**src/rtl/xscaler_pkg.sv**
```systemverilog
// Shared constants for the xscaler horizontal nearest-neighbour scaler.
package xscaler_pkg;

    // Error accumulator holds err + m_width without overflow.
    function automatic int err_width(input int reso_width);
        return reso_width + 1;
    endfunction

    // Extra bit used while comparing/subtracting the held repeat accumulator.
    localparam int HOLD_REP_GUARD_W = 1;

    // Flag positions in the packed output register {pixel, eol, sof}.
    localparam int OUT_SOF_BIT = 0;
    localparam int OUT_EOL_BIT = 1;
    localparam int OUT_FLAG_W  = 2;

endpackage

```
**src/rtl/xscaler_dda.sv**
```systemverilog
// DDA step: the held accumulator encodes the remaining repeats of the held
// pixel (one repeat per s_width of excess); each emitted beat subtracts once.
module xscaler_dda
    import xscaler_pkg::*;
#(
    parameter int C_RESO_WIDTH = 12
) (
    input  logic [err_width(C_RESO_WIDTH)-1:0] err_i,
    input  logic [C_RESO_WIDTH-1:0]            s_width_i,
    input  logic [C_RESO_WIDTH-1:0]            m_width_i,
    input  logic                               line_start_i,
    input  logic                               step_i,
    input  logic                               load_i,
    output logic                               rep_o,
    output logic                               last_o,
    output logic [err_width(C_RESO_WIDTH)-1:0] err_d_o
);
    localparam int EW = err_width(C_RESO_WIDTH);
    localparam int GW = EW + HOLD_REP_GUARD_W;

    logic [GW-1:0] err_x;
    logic [GW-1:0] sw_x;
    logic [GW-1:0] diff_x;
    logic [EW-1:0] base;

    assign err_x  = GW'(err_i);
    assign sw_x   = GW'(s_width_i);
    assign diff_x = err_x - sw_x;

    // Zero widths never produce a repeat, so the input is simply discarded.
    assign rep_o  = (s_width_i != '0) && (m_width_i != '0) && (err_x >= sw_x);
    assign last_o = rep_o && (diff_x < sw_x);

    always_comb begin
        base = step_i ? diff_x[EW-1:0] : err_i;
        if (load_i && line_start_i) begin
            base = '0;
        end
        err_d_o = load_i ? (base + EW'(m_width_i)) : base;
    end

endmodule

```
**src/rtl/xscaler.sv**
```systemverilog
// Horizontal nearest-neighbour scaler (AXI4-Stream), s_width -> m_width pixels.
// Define XSCALER_CHECK_EN to add the sticky err_eol/err_sof framing checks.
module xscaler
    import xscaler_pkg::*;
#(
    parameter int C_PIXEL_WIDTH = 16,
    parameter int C_RESO_WIDTH  = 12
) (
    input  logic                     clk,
    input  logic                     reset,
    input  logic                     fsync,
    input  logic [C_RESO_WIDTH-1:0]  s_width,
    input  logic [C_RESO_WIDTH-1:0]  m_width,
    input  logic [C_PIXEL_WIDTH-1:0] s_axis_tdata,
    input  logic                     s_axis_tuser,
    input  logic                     s_axis_tlast,
    input  logic                     s_axis_tvalid,
    output logic                     s_axis_tready,
    output logic [C_PIXEL_WIDTH-1:0] m_axis_tdata,
    output logic                     m_axis_tuser,
    output logic                     m_axis_tlast,
    output logic                     m_axis_tvalid,
    input  logic                     m_axis_tready
`ifdef XSCALER_CHECK_EN
    ,
    output logic                     err_eol,
    output logic                     err_sof
`endif
);
    localparam int EW = err_width(C_RESO_WIDTH);
    localparam int OW = C_PIXEL_WIDTH + OUT_FLAG_W;
    localparam logic [C_RESO_WIDTH-1:0] ONE = C_RESO_WIDTH'(1);

    logic [C_RESO_WIDTH-1:0]  s_width_q, m_width_q;
    logic [C_RESO_WIDTH-1:0]  in_col_q, in_col_d, col_cur;
    logic [C_RESO_WIDTH-1:0]  out_col_q, out_col_d;
    logic [EW-1:0]            err_q, err_d;
    logic [C_PIXEL_WIDTH-1:0] pix_q;
    logic                     sof_q, sof_d;
    logic [OW-1:0]            out_q, out_d;
    logic                     out_valid_q;
    logic                     degen, rep, last, load_en, move, accept, line_start, eol;

    assign degen      = (s_width_q == '0) || (m_width_q == '0);
    assign load_en    = !out_valid_q || m_axis_tready;
    assign move       = rep && load_en && !fsync;
    assign s_axis_tready = !reset && (degen || !rep || (load_en && last));
    assign accept     = s_axis_tvalid && s_axis_tready && !fsync && !degen;
    // An input SOF restarts the line wherever the column counters happen to be.
    assign line_start = s_axis_tuser || (in_col_q == '0);
    assign col_cur    = s_axis_tuser ? '0 : in_col_q;
    assign in_col_d   = (col_cur == s_width_q - ONE) ? '0 : col_cur + ONE;
    assign eol        = (out_col_q == m_width_q - ONE);

    xscaler_dda #(
        .C_RESO_WIDTH (C_RESO_WIDTH)
    ) u_dda (
        .err_i        (err_q),
        .s_width_i    (s_width_q),
        .m_width_i    (m_width_q),
        .line_start_i (line_start),
        .step_i       (move),
        .load_i       (accept),
        .rep_o        (rep),
        .last_o       (last),
        .err_d_o      (err_d)
    );

    always_comb begin
        out_col_d = out_col_q;
        if (accept && s_axis_tuser) begin
            out_col_d = '0;
        end else if (move) begin
            out_col_d = eol ? '0 : out_col_q + ONE;
        end
        // A pending SOF rides on the next emitted beat, even across k=0 pixels.
        sof_d = sof_q;
        if (move) begin
            sof_d = 1'b0;
        end
        if (accept && s_axis_tuser) begin
            sof_d = 1'b1;
        end
        out_d                         = '0;
        out_d[OW-1:OUT_FLAG_W]        = pix_q;
        out_d[OUT_EOL_BIT]            = eol;
        out_d[OUT_SOF_BIT]            = sof_q;
    end

    always_ff @(posedge clk) begin
        if (reset) begin
            s_width_q   <= s_width;
            m_width_q   <= m_width;
            err_q       <= '0;
            in_col_q    <= '0;
            out_col_q   <= '0;
            sof_q       <= 1'b0;
            pix_q       <= '0;
            out_q       <= '0;
            out_valid_q <= 1'b0;
        end else begin
            if (fsync) begin
                s_width_q <= s_width;
                m_width_q <= m_width;
                err_q     <= '0;
                in_col_q  <= '0;
                out_col_q <= '0;
                sof_q     <= 1'b0;
            end else begin
                err_q     <= err_d;
                out_col_q <= out_col_d;
                sof_q     <= sof_d;
                if (accept) begin
                    in_col_q <= in_col_d;
                    pix_q    <= s_axis_tdata;
                end
            end
            // The output register is left alone by fsync so its beat completes.
            if (move) begin
                out_q       <= out_d;
                out_valid_q <= 1'b1;
            end else if (m_axis_tready) begin
                out_valid_q <= 1'b0;
            end
        end
    end

    assign m_axis_tdata  = out_q[OW-1:OUT_FLAG_W];
    assign m_axis_tuser  = out_q[OUT_SOF_BIT];
    assign m_axis_tlast  = out_q[OUT_EOL_BIT];
    assign m_axis_tvalid = out_valid_q;

`ifdef XSCALER_CHECK_EN
    logic err_eol_q, err_sof_q;

    always_ff @(posedge clk) begin
        if (reset || fsync) begin
            err_eol_q <= 1'b0;
            err_sof_q <= 1'b0;
        end else if (accept) begin
            if (s_axis_tlast != (col_cur == s_width_q - ONE)) begin
                err_eol_q <= 1'b1;
            end
            if (s_axis_tuser && (in_col_q != '0)) begin
                err_sof_q <= 1'b1;
            end
        end
    end

    assign err_eol = err_eol_q;
    assign err_sof = err_sof_q;
`endif

endmodule
```
**config.mk**
```make
export PLATFORM = sky130hd
export DESIGN_NAME = xscaler
export DESIGN_NICKNAME = d
export VERILOG_FILES = /design/src/rtl/xscaler_pkg.sv /design/src/rtl/xscaler_dda.sv /design/src/rtl/xscaler.sv
export SDC_FILE = /design/constraint.sdc
export NUM_CORES = 1
export LEC_CHECK = 0
export CORE_MARGIN = 2
export CORE_UTILIZATION = 45
export CTS_BUF_LIST = sky130_fd_sc_hd__clkbuf_2
export DETAILED_ROUTE_END_ITERATION = 8
export PLACE_DENSITY_LB_ADDON = 0.12
export SYNTH_ARGS = -nofsm -noshare
export SYNTH_HDL_FRONTEND = slang
export SYNTH_HIERARCHICAL = 1
export SYNTH_SLANG_ARGS = --single-unit
export TNS_END_PERCENT = 100
```
**constraint.sdc**
```tcl
create_clock -name clk -period 15.22 [get_ports clk]
set_input_delay 3.044 -clock clk [delete_from_list [all_inputs] [get_ports clk]]
set_output_delay 3.044 -clock clk [all_outputs]
set_load 0.02 [all_outputs]
```
==> flow_summary.html <==
<table>
<tr><th>Metric</th><th>Value</th></tr>
<tr><th colspan="2">Run status</th></tr>
<tr><td>Outcome</td><td>finished, final reports clean</td></tr>
<tr><th colspan="2">STA</th></tr>
<tr><td>Final min period</td><td>8160 ps</td></tr>
<tr><td>Final number of max-transition violations</td><td>0</td></tr>
<tr><td>Actual transition at the worst max-transition pin</td><td>between 1000 and 1500 ps</td></tr>
<tr><td>Hold Slack</td><td>444 ps</td></tr>
<tr><td>Final Cycle Share</td><td>between 50% and 60%</td></tr>
<tr><td>Max-slew headroom at the worst pin</td><td>between 20% and 30%</td></tr>
<tr><td>Final hold violations</td><td>0</td></tr>
<tr><td># setup viols final</td><td>0</td></tr>
<tr><td>Setup skew after layout</td><td>between 30 and 40 ps</td></tr>
<tr><td>Peak clock frequency supported by timing</td><td>roughly 120 MHz</td></tr>
<tr><td>Sum of negative setup slack</td><td>0 ps</td></tr>
<tr><td>Setup repair after global routing missed its margin</td><td>false</td></tr>
<tr><th colspan="2">Layout</th></tr>
<tr><td>Antenna diode count</td><td>0</td></tr>
<tr><td>Utilization of the core after routing</td><td>52.5%</td></tr>
<tr><td>Area added between synthesis and finish</td><td>14.1%</td></tr>
<tr><td>Final std cells w/o fill</td><td>between 900 and 1000</td></tr>
<tr><td>Sequential cell area</td><td>approximately 2200 um^2</td></tr>
<tr><td>Fillcell total</td><td>about 1300</td></tr>
<tr><td>Highest-count cells in the layout ignoring fill and taps</td><td>nand2_1, dfxtp_1, clkdlybuf4s50_1</td></tr>
<tr><td>Combined area of the multi-input logic cells</td><td>3970 um^2</td></tr>
<tr><td>Number of nets in the layout</td><td>between 800 and 900</td></tr>
<tr><td>Leading cell type in the layout, fill and taps excluded</td><td>nand2_1</td></tr>
<tr><td>Share of layout cells above drive strength 1</td><td>roughly 6.9%</td></tr>
<tr><th colspan="2">Drt</th></tr>
<tr><td>Total Wirelength</td><td>15700 um</td></tr>
<tr><td>Residual DRC count</td><td>0</td></tr>
<tr><td>Via count</td><td>about 5600</td></tr>
<tr><td>Vias per inst</td><td>~5.6</td></tr>
<tr><td>Initial detailed-routing violation count</td><td>around 330</td></tr>
<tr><td>Average wire length per cell after detail routing</td><td>15.7 um</td></tr>
<tr><td>Remaining number of nets flagged by the antenna check after routing</td><td>0</td></tr>
<tr><td>Number of detailed-routing iterations run before antenna repair</td><td>5</td></tr>
<tr><th colspan="2">Setup path</th></tr>
<tr><td>Startpoint of the worst register-to-register path</td><td>s_width_q[0]</td></tr>
<tr><td>Endpoint required time on the critical path</td><td>~12000 ps</td></tr>
<tr><td>Nature of the critical path startpoint</td><td>input pin</td></tr>
<tr><td>Worst setup EP type</td><td>primary output</td></tr>
<tr><td>Category of the most critical setup path</td><td>in2out</td></tr>
<tr><td>Arrival time of data at the critical path endpoint</td><td>approximately 5000 ps</td></tr>
<tr><td>Critical path startpoint</td><td>reset</td></tr>
<tr><td>Largest driver fanout on the critical path</td><td>37</td></tr>
<tr><th colspan="2">Yosys</th></tr>
<tr><td>Primary FF master, synth</td><td>dfxtp_1</td></tr>
<tr><td>Post-synthesis instance area</td><td>6390 um^2</td></tr>
<tr><td>Count of flip-flops with a built-in enable after synthesis</td><td>24</td></tr>
<tr><td>Synth cell types</td><td>75</td></tr>
<tr><td>Portion of the post-synthesis area used by sequential elements</td><td>34.2%</td></tr>
<tr><td>Yosys Warn Count</td><td>6</td></tr>
<tr><td>Proportion of synthesized flip-flops having asynchronous set or reset</td><td>0%</td></tr>
<tr><td>Cell count after synthesis</td><td>about 760</td></tr>
<tr><td>Post-synthesis register bit count</td><td>a little under 100</td></tr>
<tr><td>Net count after synthesis</td><td>~850</td></tr>
<tr><td>Mean instance size in the synthesized netlist</td><td>between 8 and 9 um^2</td></tr>
<tr><th colspan="2">Floorplan</th></tr>
<tr><td>Rows</td><td>43</td></tr>
<tr><td>Die Area</td><td>15200 um^2</td></tr>
<tr><td>Starting density of the core</td><td>between 40 and 50%</td></tr>
<tr><td>Height of the chip</td><td>123 um</td></tr>
<tr><td>I/O pins</td><td>67</td></tr>
<tr><td>Horizontal extent of the die</td><td>123 um</td></tr>
<tr><td>Floorplan core area</td><td>roughly 14000 um^2</td></tr>
<tr><th colspan="2">Global route</th></tr>
<tr><td>Number of antenna violations at the first check in global routing</td><td>0</td></tr>
<tr><td>Via count of the first global-routing pass</td><td>5326</td></tr>
<tr><td>All-layer global routing usage</td><td>about a fifth</td></tr>
<tr><td>Global-route wire length before repair</td><td>roughly 25000 um</td></tr>
<tr><td>Global-route congestion overflow total</td><td>0</td></tr>
<tr><td>Pin count of the biggest net entering global routing</td><td>58</td></tr>
<tr><th colspan="2">Clock network</th></tr>
<tr><td>Number of hold buffers added after cts</td><td>0</td></tr>
<tr><td>Clock transition at the registers of the reported paths</td><td>around 290 ps</td></tr>
<tr><td>Clock Root Buffer</td><td>clkbuf_2</td></tr>
<tr><td>H-Tree Level Count</td><td>3</td></tr>
<tr><td>Post_cts resized</td><td>0</td></tr>
<tr><td>Number of buffers inserted during clock tree synthesis</td><td>9</td></tr>
<tr><td>Post-CTS setup buffers</td><td>0</td></tr>
<tr><td>CTS tree</td><td>yes</td></tr>
<tr><td>Sinks on the clock net</td><td>slightly below 100</td></tr>
<tr><td>Buffer levels on the longest clock path</td><td>2</td></tr>
<tr><td>Clock latency reported for the late side of the worst-skew pair</td><td>640 ps</td></tr>
<tr><th colspan="2">Power</th></tr>
<tr><td>Reported leakage power</td><td>roughly 2.8 nW</td></tr>
<tr><td>VDD IR-drop max</td><td>about 0.073 mV</td></tr>
<tr><td>Power after layout</td><td>0.000527 W</td></tr>
<tr><td>Pwr/cell area</td><td>72.3 nW/um^2</td></tr>
<tr><th colspan="2">Placed design</th></tr>
<tr><td>Count of buffers inserted at the top-level ports</td><td>65</td></tr>
<tr><td>Placed cell count</td><td>a little under 1000</td></tr>
<tr><td>DP Wirelength</td><td>around 12000 um</td></tr>
<tr><td>Final RePlAce weighted congestion</td><td>approximately 0.84</td></tr>
<tr><th colspan="2">Run</th></tr>
<tr><td>Number of maximum-capacitance constraint violations</td><td>0</td></tr>
<tr><th colspan="2">Hold path</th></tr>
<tr><td>Min-delay src</td><td>sof_q</td></tr>
<tr><td>Hold WC Path Type</td><td>reg2reg</td></tr>
</table>
==> power breakdown <==
group / internal, W / switching [W]
clock: 0.0000414 / 0.0000948
sequential: 0.000275 / 0.0000157
combinational: 0.0000467 / 0.0000537
==> stage by stage <==
step	area, um^2	setup WS (ps)
2_1_floorplan	6390	8240
3_3_place_gp	7170	7070
3_5_place_dp	7170	7030
4_1_cts	7290	7040
5_1_grt	7290	6660
6_report	7290	7060
==> path summary, 6_finish.rpt <==
| check | endpoint | slack, ps | cells past startpoint |
|---|---|---|---|
| max reg2reg | err_q[10] | 7820 | 30 |
| max | s_axis_tready | 7060 | 3 |
| min reg2reg | out_q[0] | 440 | 2 |
| min | out_q[0] | 440 | 2 |
==> flip-flops by register name (all words and copies together), names as in the netlist <==
signal	flops
pix_q	16
m_width_q	12
out_col_q	12
s_width_q	12
m_axis_tvalid	1
sof_q	1
in_col_q	12
out_q	18
err_q	13
==> critical path, stage by stage <==
cell and delay (ps):
clkdlybuf4s50_1 990, a31oi_1 420, clkdlybuf4s50_1 660
==> cells in the mapped netlist, drive strengths merged, types with 3 or more instances <==
cell	instances	area [um^2]
buf	12	78.8
nor4	12	111
a31o	4	35.0
xnor2	37	324
and3	6	37.5
nand3	29	145
nand4	10	62.6
nor2	60	225
a31oi	10	62.6
and2	18	114
a21oi	56	310
nand2b	26	163
clkbuf	16	60.1
o21ai	44	220
inv	27	101
or2	5	31.3
ha	40	500
edfxtp	24	721
o21a	5	37.5
o211ai	7	57.6
o2111ai	3	26.3
and2b	3	25.0
xor2	23	201
nor3	20	123
nand2	99	372
or3	8	52.6
mux2i	13	130
a2bb2oi	4	35.0
nand3b	4	33.8
nor2b	15	93.8
nor4b	3	32.5
dfxtp	73	1460
a21o	7	52.6
mux2	3	33.8
==> area by class of cell <==
type                    instances  share of cell area, %
clock buffers                  11                  0.755
inverters                      27                   1.39
well taps                     180                   3.09
multi-input cells             605                   54.5
repair buffers                 70                   9.44
flip-flops and latches         97                   29.9
clock inverters                 5                  0.892
==> kinds of logic after synthesis <==
logic type	share of synthesized area [%]
AOI/OAI and AO/OA	16.7
adders and majority gates	8.46
muxes	2.57
buffers and inverters	3.76
xor gates and xnor gates	8.23
DFF	34.2
and+or+nand+nor	26.1
==> metal layers <==
metal / up-vias / part of all wire (%) / track usage, %
li1: 2785 / - / -
met1: 2684 / 46 / 27.4
met2: 99 / 48 / 35.7
met3: 17 / 4.2 / 4.43
met4: 0 / 1.6 / 6.32
met5: - / 0 / 0
No activity file was read; power rests on OpenSTA's default activity.
